`config.mk`:
```
export PLATFORM = sky130hd
export DESIGN_NAME = rx_cmd_decoder
export DESIGN_NICKNAME = d
export VERILOG_FILES = /design/src/rtl/rx_cmd_decoder_pkg.sv /design/src/rtl/rx_cmd_decoder_sat_counter.sv /design/src/rtl/rx_cmd_decoder.sv
export SDC_FILE = /design/constraint.sdc
export NUM_CORES = 1
export LEC_CHECK = 0
export BUFFER_PORTS_ARGS = -buffer_cell sky130_fd_sc_hd__buf_4
export CAP_MARGIN = 30
export CORE_AREA = 2 2 74 76
export CTS_BUF_LIST = sky130_fd_sc_hd__clkbuf_16
export DETAILED_ROUTE_END_ITERATION = 10
export DIE_AREA = 0 0 76 78
export PLACE_DENSITY = 0.83
export SETUP_SLACK_MARGIN = 0.4
export SLEW_MARGIN = 25
export SYNTH_ARGS = -nofsm -noshare
export SYNTH_HDL_FRONTEND = slang
export SYNTH_SLANG_ARGS = --single-unit
```
`constraint.sdc`:
```
create_clock -name clk -period 3 [get_ports clk]
set_input_delay 0.45 -clock clk [delete_from_list [all_inputs] [get_ports clk]]
set_output_delay 0.45 -clock clk [all_outputs]
set_load 0.05 [all_outputs]
```
`src/rtl/rx_cmd_decoder_pkg.sv`:
```
// Shared definitions for the rx command decoder.
//  - Controller opcode values (mirrors the values used by the control FSM).
//  - Decoder FSM state encoding (3-bit binary).
//  - Opcode classification helper: unknown / no payload / two payload bytes.
package rx_cmd_decoder_pkg;

  localparam logic [7:0] cmd_set_register    = 8'h10;
  localparam logic [7:0] cmd_rw_adconf       = 8'h11;
  localparam logic [7:0] cmd_toggle_mcp      = 8'h20;
  localparam logic [7:0] cmd_toggle_read_ccd = 8'h21;
  localparam logic [7:0] cmd_open_shutter    = 8'h22;
  localparam logic [7:0] cmd_close_shutter   = 8'h23;
  localparam logic [7:0] cmd_reset           = 8'h2F;

  typedef enum logic [2:0] {
    ST_IDLE      = 3'd0,
    ST_FETCH_OP  = 3'd1,
    ST_DECODE    = 3'd2,
    ST_WAIT_MSB  = 3'd3,
    ST_FETCH_MSB = 3'd4,
    ST_WAIT_LSB  = 3'd5,
    ST_FETCH_LSB = 3'd6,
    ST_OUT       = 3'd7
  } state_t;

  typedef enum logic [1:0] {
    OP_UNKNOWN     = 2'd0,
    OP_NO_PAYLOAD  = 2'd1,
    OP_TWO_PAYLOAD = 2'd2
  } op_class_t;

  function automatic op_class_t classify_op(input logic [7:0] op);
    op_class_t cls;
    case (op)
      cmd_set_register,
      cmd_rw_adconf:       cls = OP_TWO_PAYLOAD;
      cmd_toggle_mcp,
      cmd_toggle_read_ccd,
      cmd_open_shutter,
      cmd_close_shutter,
      cmd_reset:           cls = OP_NO_PAYLOAD;
      default:             cls = OP_UNKNOWN;
    endcase
    return cls;
  endfunction

endpackage

```
`src/rtl/rx_cmd_decoder_sat_counter.sv`:
```
// 8-bit saturating event counter.
// Ports:
//  clk   in   system clock
//  rst   in   asynchronous active-high reset, clears count
//  inc   in   count one event this cycle
//  count out  8-bit count, holds at 8'hFF
module rx_cmd_decoder_sat_counter (
  input  logic       clk,
  input  logic       rst,
  input  logic       inc,
  output logic [7:0] count
);

  logic [7:0] count_reg;

  always_ff @(posedge clk or posedge rst) begin
    if (rst) begin
      count_reg <= 8'h00;
    end else if (inc && (count_reg != 8'hFF)) begin
      count_reg <= count_reg + 8'h01;
    end
  end

  assign count = count_reg;

endmodule

```
`src/rtl/rx_cmd_decoder.sv`:
```
// Frames host bytes popped from the rx fifo into commands (opcode + 0 or 2
// payload bytes) and presents them on a valid/ready interface. Unknown opcodes
// are dropped; partial frames are discarded after an inter-byte timeout.
// Ports:
//  clk, rst                 clock, asynchronous active-high reset
//  fifo_rempty/fifo_rdata   rx fifo status and head byte
//  fifo_rinc                pop strobe (combinational from state)
//  ft_busy                  inhibits popping while high
//  cmd_valid/cmd_ready      command handshake
//  cmd_code/cmd_payload     opcode and {msb, lsb} payload
//  err_unknown/err_timeout  1-cycle error pulses
//  err_count                saturating count of both error kinds
module rx_cmd_decoder
  import rx_cmd_decoder_pkg::*;
#(
  parameter int TIMEOUT_CYCLES = 1_000_000,
  parameter int CNT_W          = 20
) (
  input  logic        clk,
  input  logic        rst,
  input  logic        fifo_rempty,
  input  logic [7:0]  fifo_rdata,
  output logic        fifo_rinc,
  input  logic        ft_busy,
  output logic        cmd_valid,
  input  logic        cmd_ready,
  output logic [7:0]  cmd_code,
  output logic [15:0] cmd_payload,
  output logic        err_unknown,
  output logic        err_timeout,
  output logic [7:0]  err_count
);

  localparam logic [CNT_W-1:0] TCNT_LAST = CNT_W'(TIMEOUT_CYCLES - 1);

  state_t           state_reg, state_next;
  logic [7:0]       op_reg, msb_reg, lsb_reg;
  logic [CNT_W-1:0] tcnt_reg;
  logic             cmd_valid_reg;
  logic             tcnt_clr, tcnt_inc, clr_payload;
  logic             byte_avail, timeout_hit;
  op_class_t        op_class;

  assign byte_avail  = !fifo_rempty && !ft_busy;
  assign timeout_hit = (tcnt_reg == TCNT_LAST);
  assign op_class    = classify_op(op_reg);

  always_comb begin
    state_next  = state_reg;
    fifo_rinc   = 1'b0;
    err_unknown = 1'b0;
    err_timeout = 1'b0;
    tcnt_clr    = 1'b0;
    tcnt_inc    = 1'b0;
    clr_payload = 1'b0;
    case (state_reg)
      ST_IDLE: begin
        if (byte_avail) state_next = ST_FETCH_OP;
      end
      ST_FETCH_OP: begin
        fifo_rinc  = 1'b1;
        state_next = ST_DECODE;
      end
      ST_DECODE: begin
        case (op_class)
          OP_NO_PAYLOAD: begin
            clr_payload = 1'b1;
            state_next  = ST_OUT;
          end
          OP_TWO_PAYLOAD: begin
            tcnt_clr   = 1'b1;
            state_next = ST_WAIT_MSB;
          end
          default: begin
            err_unknown = 1'b1;
            state_next  = ST_IDLE;
          end
        endcase
      end
      ST_WAIT_MSB, ST_WAIT_LSB: begin
        // A byte arriving on the last allowed cycle still wins over the timeout.
        if (byte_avail) begin
          state_next = (state_reg == ST_WAIT_MSB) ? ST_FETCH_MSB : ST_FETCH_LSB;
        end else if (timeout_hit) begin
          err_timeout = 1'b1;
          tcnt_clr    = 1'b1;
          state_next  = ST_IDLE;
        end else begin
          tcnt_inc = 1'b1;
        end
      end
      ST_FETCH_MSB: begin
        fifo_rinc  = 1'b1;
        tcnt_clr   = 1'b1;
        state_next = ST_WAIT_LSB;
      end
      ST_FETCH_LSB: begin
        fifo_rinc  = 1'b1;
        state_next = ST_OUT;
      end
      ST_OUT: begin
        if (cmd_ready) state_next = ST_IDLE;
      end
      default: state_next = ST_IDLE;
    endcase
  end

  always_ff @(posedge clk or posedge rst) begin
    if (rst) begin
      state_reg     <= ST_IDLE;
      op_reg        <= 8'h00;
      msb_reg       <= 8'h00;
      lsb_reg       <= 8'h00;
      tcnt_reg      <= '0;
      cmd_valid_reg <= 1'b0;
    end else begin
      state_reg     <= state_next;
      cmd_valid_reg <= (state_next == ST_OUT);
      if (state_reg == ST_FETCH_OP)  op_reg  <= fifo_rdata;
      if (state_reg == ST_FETCH_MSB) msb_reg <= fifo_rdata;
      if (state_reg == ST_FETCH_LSB) lsb_reg <= fifo_rdata;
      if (clr_payload) begin
        msb_reg <= 8'h00;
        lsb_reg <= 8'h00;
      end
      if (tcnt_clr)      tcnt_reg <= '0;
      else if (tcnt_inc) tcnt_reg <= tcnt_reg + 1'b1;
    end
  end

  rx_cmd_decoder_sat_counter u_err_cnt (
    .clk   (clk),
    .rst   (rst),
    .inc   (err_unknown | err_timeout),
    .count (err_count)
  );

  assign cmd_valid   = cmd_valid_reg;
  assign cmd_code    = op_reg;
  assign cmd_payload = {msb_reg, lsb_reg};

endmodule
```
### After elaboration in Yosys (flattened, before gate mapping)

Index checks and enable logic that the tools add are counted.

| word-level totals | value |
|---|---|
| bits in registers | 56 |
| output and inout bits | 36 |
| logic and storage cells | 69 |

| cells by class | value |
|---|---|
| add/sub/neg operators | 2 |
| equal/unequal tests | 19 |
| mux-type cells | 27 |
| bitwise logic cells | 1 |
| reductions and logical operators | 13 |

Operators with widths:

| operator | number |
|---|---|
| $eq 8x6->1 const B | 5 |
| $mux 20 | 2 |
| $mux 8 | 4 |
| $pmux 3 s7 | 1 |
| $add 20x1->20 const B | 1 |
| $eq 20x20->1 const B | 1 |
| $eq 8x5->1 const B | 2 |
| $eq 3x3->1 const B | 5 |
| $mux 1 | 12 |
| $mux 3 | 4 |
| $add 8x1->8 const B | 1 |
| $ne 8x8->1 const B | 1 |
| $eq 3x2->1 const B | 2 |
| $pmux 3 s2 | 1 |
| $reduce_bool 2->1 | 3 |
| $reduce_or 2->1 | 3 |
| $reduce_or 5->1 | 1 |
| $pmux 2 s2 | 1 |
| $eq 3x1->1 const B | 1 |
| $logic_not 3->1 | 1 |
| $pmux 1 s3 | 1 |
| $reduce_or 3->1 | 1 |
| $eq 2x1->1 const B | 1 |
| $eq 2x2->1 const B | 1 |
| other kinds (4) | 6 |

### Longest topological paths before layout

| depth | value |
|---|---|
| depth after elaboration | 9 |
| gate-level depth with buffers | 11 |
| gate-level depth less buffers | 10 |

### Hierarchy

A second synthesis with hierarchy kept.

| unflattened totals | value |
|---|---|
| cell total of the unflattened synthesis | 284 |
| area, all modules | 2,902.8 µm² |

By module, submodules not included:

| module | times used | cells an instance | area each (µm²) | sequential area each (µm²) |
|---|---|---|---|---|
| rx_cmd_decoder | 1 | 246 | 2,483.6 | 1,201.2 |
| rx_cmd_decoder_sat_counter | 1 | 38 | 419.2 | 200.2 |

### Least setup slack after synthesis

OpenSTA, ideal clock, no wires.

| timing path | value |
|---|---|
| path type | reg-to-reg |
| start | register op_reg[3] (netlist: cmd_code[3]) |
| end | register u_err_cnt.count_reg[1] (netlist: u_err_cnt.count[1]) |
| arrival time | 2.525 ns |
| slack | 0.350 ns |
| cell stages (with the launch flop) | 9 |
| buffers on the path | 0 |
| clock period less this slack | 2.650 ns |
| cells stage by stage | dfrtp_1 > nand4_1 > o21ai_0 > and4b_1 > ha_1 > and3b_1 > a21o_1 > and2_1 > mux2_2 |

| on the way | value |
|---|---|
| word-level cells in the longest chain between the ends | 9 |
| elaborated cells between the ends (all ways) | 17 |
| those cells by class | eq/ne (9); mux (3); bitwise (1); reduce/logical (4) |

RTL lines:

| what | line | source |
|---|---|---|
| start, declared | rx_cmd_decoder.sv:37 | `logic [7:0] op_reg, msb_reg, lsb_reg;` |
| start signal, assigned | rx_cmd_decoder.sv:119 | `if (state_reg == ST_FETCH_OP) op_reg <= fifo_rdata;` |
| $eq 8x6->1 / $eq 8x5->1 (equally long branches) | rx_cmd_decoder_pkg.sv:34 | `case (op)` |
| $reduce_or 5->1 / $reduce_or 2->1 (equally long branches) | rx_cmd_decoder_pkg.sv:34 |  |
| $pmux 2 s2 * | rx_cmd_decoder_pkg.sv:34 |  |
| $eq 2x2->1 / $eq 2x1->1 (equally long branches) | rx_cmd_decoder.sv:65 | `case (op_class)` |
| $reduce_or 2->1 (no line) * | - |  |
| $mux 1 * | rx_cmd_decoder.sv:65 |  |
| $mux 1 * | rx_cmd_decoder.sv:56 | `case (state_reg)` |
| named net err_unknown | rx_cmd_decoder.sv:29 | `output logic err_unknown,` |
| $or 1x1->1 * | rx_cmd_decoder.sv:134 | `.inc (err_unknown \| err_timeout),` |
| $logic_and 1x1->1 * | rx_cmd_decoder_sat_counter.sv:19 | `end else if (inc && (count_reg != 8'hFF)) begin` |
| end signal, assigned | rx_cmd_decoder_sat_counter.sv:20 | `count_reg <= count_reg + 8'h01;` |
| end, declared | rx_cmd_decoder_sat_counter.sv:14 | `logic [7:0] count_reg;` |

The timed path passes the listed nets; every way through them passes the cells marked *.
A chain may end at the register's enable or synchronous reset.

### Worst setup path in the final report

| timing path | value |
|---|---|
| start | register tcnt_reg[8] |
| end | output port err_timeout |

| on the way | value |
|---|---|
| word-level cells in the longest chain between the ends | 4 |

RTL lines:

| what | line | source |
|---|---|---|
| start, declared | rx_cmd_decoder.sv:38 | `logic [CNT_W-1:0] tcnt_reg;` |
| start signal, assigned | rx_cmd_decoder.sv:127 | `else if (tcnt_inc) tcnt_reg <= tcnt_reg + 1'b1;` |
| $eq 20x20->1 | rx_cmd_decoder.sv:45 | `assign timeout_hit = (tcnt_reg == TCNT_LAST);` |
| $mux 1 | rx_cmd_decoder.sv:84 | `end else if (timeout_hit) begin` |
| $mux 1 | rx_cmd_decoder.sv:82 | `if (byte_avail) begin` |
| $mux 1 | rx_cmd_decoder.sv:56 |  |
| end, declared | rx_cmd_decoder.sv:30 | `output logic err_timeout,` |

Every way passes these cells.

==> reports/summary.txt <==
Pwr Density: 1130 mW/mm2
DR WL/cell: 16.6 um
Die Ht: 78 um
# hold bufs at CTS: 0
Final Cycle Share: 0.833
DR iter-0 viols: 225
Router iterations before antenna repair: 4
Share of layout cells above drive strength 1: 0.261
GPL Wtd Cong: 0.855
Fillers: 403
# diodes: 0
Clock Tree Root: clkbuf_16
Vias per inst: 5.93
Fin Setup TNS: 0 ns
Vias in the first global route: 2252
Worst setup EP type: primary output
Post-DP HPWL: 4480 um
Num ports: 49
Clk pin slew, worst setup/hold paths: 0.08 ns
R2r setup slk: 0.62 ns
RSZ-0062 raised after global routing: false
FF/Latch Area: 0.00140 mm2
Status: finished, final reports clean
Global-route wire length before repair: 11000 um
Async S/R FF share, synth: 1.00
Fin. Hold Viols: 0
Crit path DAT: 2.05 ns
Area delta synth->final: 22.2%
Leakage: 1.61 nW
Yosys warning count: 0
Tmin final: 2.50 ns
CP max FO: 4
Clock skew: 0.00836 ns
Register area share after synthesis: 0.500
Top FF cell, synth: dfrtp_1
Setup crit end: err_timeout
Antenna violations before repair: 0
Largest net degree at the start of global routing: 57
FF-to-FF path depth: 5
#FFs+latches synth: 56
Syn nets: 295
Nets: 345
CTS Buf Count: 5
Clk_lat worst skew: 0.30 ns
VDD IR-drop max: 0.886 mV
Syn Inst Count: 278
Drt total wl: 6630 um
CP startpoint: tcnt_reg[8]
Initial core utilization: 0.556
WHS: 0.353 ns
RR Startpoint: tcnt_reg[8]
CP Launch Type: register
Total grt overflow: 0
Vias: 2365
Fmax: 400 MHz
Worst Tran Pin Value: 0.860 ns
Critical Path RT: 2.55 ns
# port buffers: 48
Synthesized cell area: 0.00280 mm2
Clock Path Buffers: 2
Hold crit path type: in2async
Overall routing resource usage: 0.232
H-Tree Depth: 2
Post-CTS setup buffers: 0
DRT antenna net count: 0
R2R Path End: state_reg[0]
Post-layout power: 0.00387 W
EDFF count, synth: 0
Die W: 76 um
WS Path Type: reg2out
Cell Rows: 26
Distinct cell type count after synthesis: 50
CTS sink count: 56
Die footprint: 0.00593 mm2
Drc violations: 0
Largest register FFs: 20
Syn_area_per_cell: 10.1 um2
Total of max-cap violations: 0
Slew HR: 0.422
Area of the multi-input gates: 0.00135 mm2
Core box area: 0.00504 mm2
Fin. max-slew vios: 0
Final setup fails: 0
CTS tree: done
stage by stage:
step / std cells / utilization / area (um2) / worst slack [ns]
after floorplan: 278 / - / 2810 / 0.496
after detailed placement: 391 / 0.643 / 3240 / 0.523
final: 399 / 0.680 / 3430 / 0.501
after global routing: 399 / 0.680 / 3430 / 0.457
after global placement: 391 / 0.643 / 3240 / 0.662
after CTS: 399 / 0.677 / 3410 / 0.444
synth_stat cells, types with 2 or more instances:
master | n | area share
dfrtp_1 | 56 | 0.50
nor2_1 | 39 | 0.052
nand2_1 | 19 | 0.025
xor2_1 | 15 | 0.047
a21oi_1 | 13 | 0.023
mux2_2 | 12 | 0.048
nand4_1 | 12 | 0.027
and3_1 | 10 | 0.022
nand3_1 | 10 | 0.018
a22o_1 | 9 | 0.028
o21ai_0 | 8 | 0.014
o22ai_1 | 8 | 0.018
clkbuf_1 | 6 | 0.0080
inv_1 | 5 | 0.0067
xnor2_1 | 5 | 0.016
and2_1 | 4 | 0.0089
ha_1 | 4 | 0.018
nor3_1 | 3 | 0.0054
a21o_1 | 2 | 0.0054
and4_1 | 2 | 0.0062
nand2b_1 | 2 | 0.0045
nor3_2 | 2 | 0.0071
nor4b_1 | 2 | 0.0062
o2111ai_1 | 2 | 0.0062
o21ai_1 | 2 | 0.0036
or2_2 | 2 | 0.0045
kinds of logic (layout without fill, tap and decap cells):
| group | count (synthesis) | count (layout) | share of synthesized area |
|---|---|---|---|
| buffers and inverters | 15 | 66 | 0.0232 |
| multiplexers | 13 | 13 | 0.0518 |
| flip-flops | 56 | 56 | 0.500 |
| adder cells (fa/ha/maj) | 4 | 4 | 0.0178 |
| AO/OA/AOI/OAI | 50 | 50 | 0.118 |
| AND/OR/NAND/NOR | 120 | 120 | 0.227 |
| XOR/XNOR | 20 | 20 | 0.0625 |
per-layer routing:
| layer | track usage | share of wire | vias up |
|---|---|---|---|
| met5 | 0 | 0 | - |
| met4 | 0.105 | 0.027 | 0 |
| met3 | 0.0384 | 0.042 | 14 |
| met1 | 0.298 | 0.45 | 1166 |
| met2 | 0.387 | 0.49 | 84 |
| li1 | - | - | 1101 |
critical path, cell delays in order (launching register included):
cell and delay (ns):
dfrtp_1 0.42, or4b_1 0.58, nor4_2 0.34, nand2_1 0.13, inv_1 0.08, buf_4 0.19
where the power goes:
part	switching [W]	total (W)	internal, W	leakage (nW)
clock	0.000284	0.000681	0.000397	0.0804
combinational	0.00133	0.00197	0.000647	0.803
sequential	0.000231	0.00122	0.000986	0.727
cell type report:
cell class / instances / share of cell area
clock inverter: 3 / 0.0135
multi-input combinational: 207 / 0.395
tap: 70 / 0.0256
clock buffer: 5 / 0.0365
sequential: 56 / 0.409
timing repair buffer: 52 / 0.114
inverter: 6 / 0.00657
layout by cell type (no fill, tap or decap), drive strengths merged, types with 5 or more instances in the layout:
| cell | netlist | routed |
|---|---|---|
| mux2 | 12 | 12 |
| buf | 3 | 52 |
| xor2 | 15 | 15 |
| nor3 | 5 | 5 |
| inv | 5 | 6 |
| and3 | 10 | 10 |
| nand2 | 19 | 19 |
| dfrtp | 56 | 56 |
| nand4 | 12 | 12 |
| nand3 | 10 | 10 |
| xnor2 | 5 | 5 |
| a22o | 9 | 9 |
| clkbuf | 6 | 5 |
| nor2 | 40 | 40 |
| o21ai | 10 | 10 |
| o22ai | 8 | 8 |
| a21oi | 13 | 13 |
repair_timing:
action / in CTS / in global routing
gates resized for setup: 1 / 2
cloned: 0 / 0
setup endpoints to repair: 1 / 1
pin swaps: 0 / 0
how the worst min path moves through the flow:
stage / start / endpoint / depth (start not counted)
final: rst / lsb_reg[7] / 3
after global routing: fifo_rdata[2] / cmd_code[2] / 2
after CTS: rst / lsb_reg[7] / 3
after detailed placement: lsb_reg[6] / lsb_reg[6] / 1
after global placement: lsb_reg[1] / lsb_reg[1] / 1
after floorplan: tcnt_reg[19] / tcnt_reg[19] / 2
(Power assumes the default switching activity.)
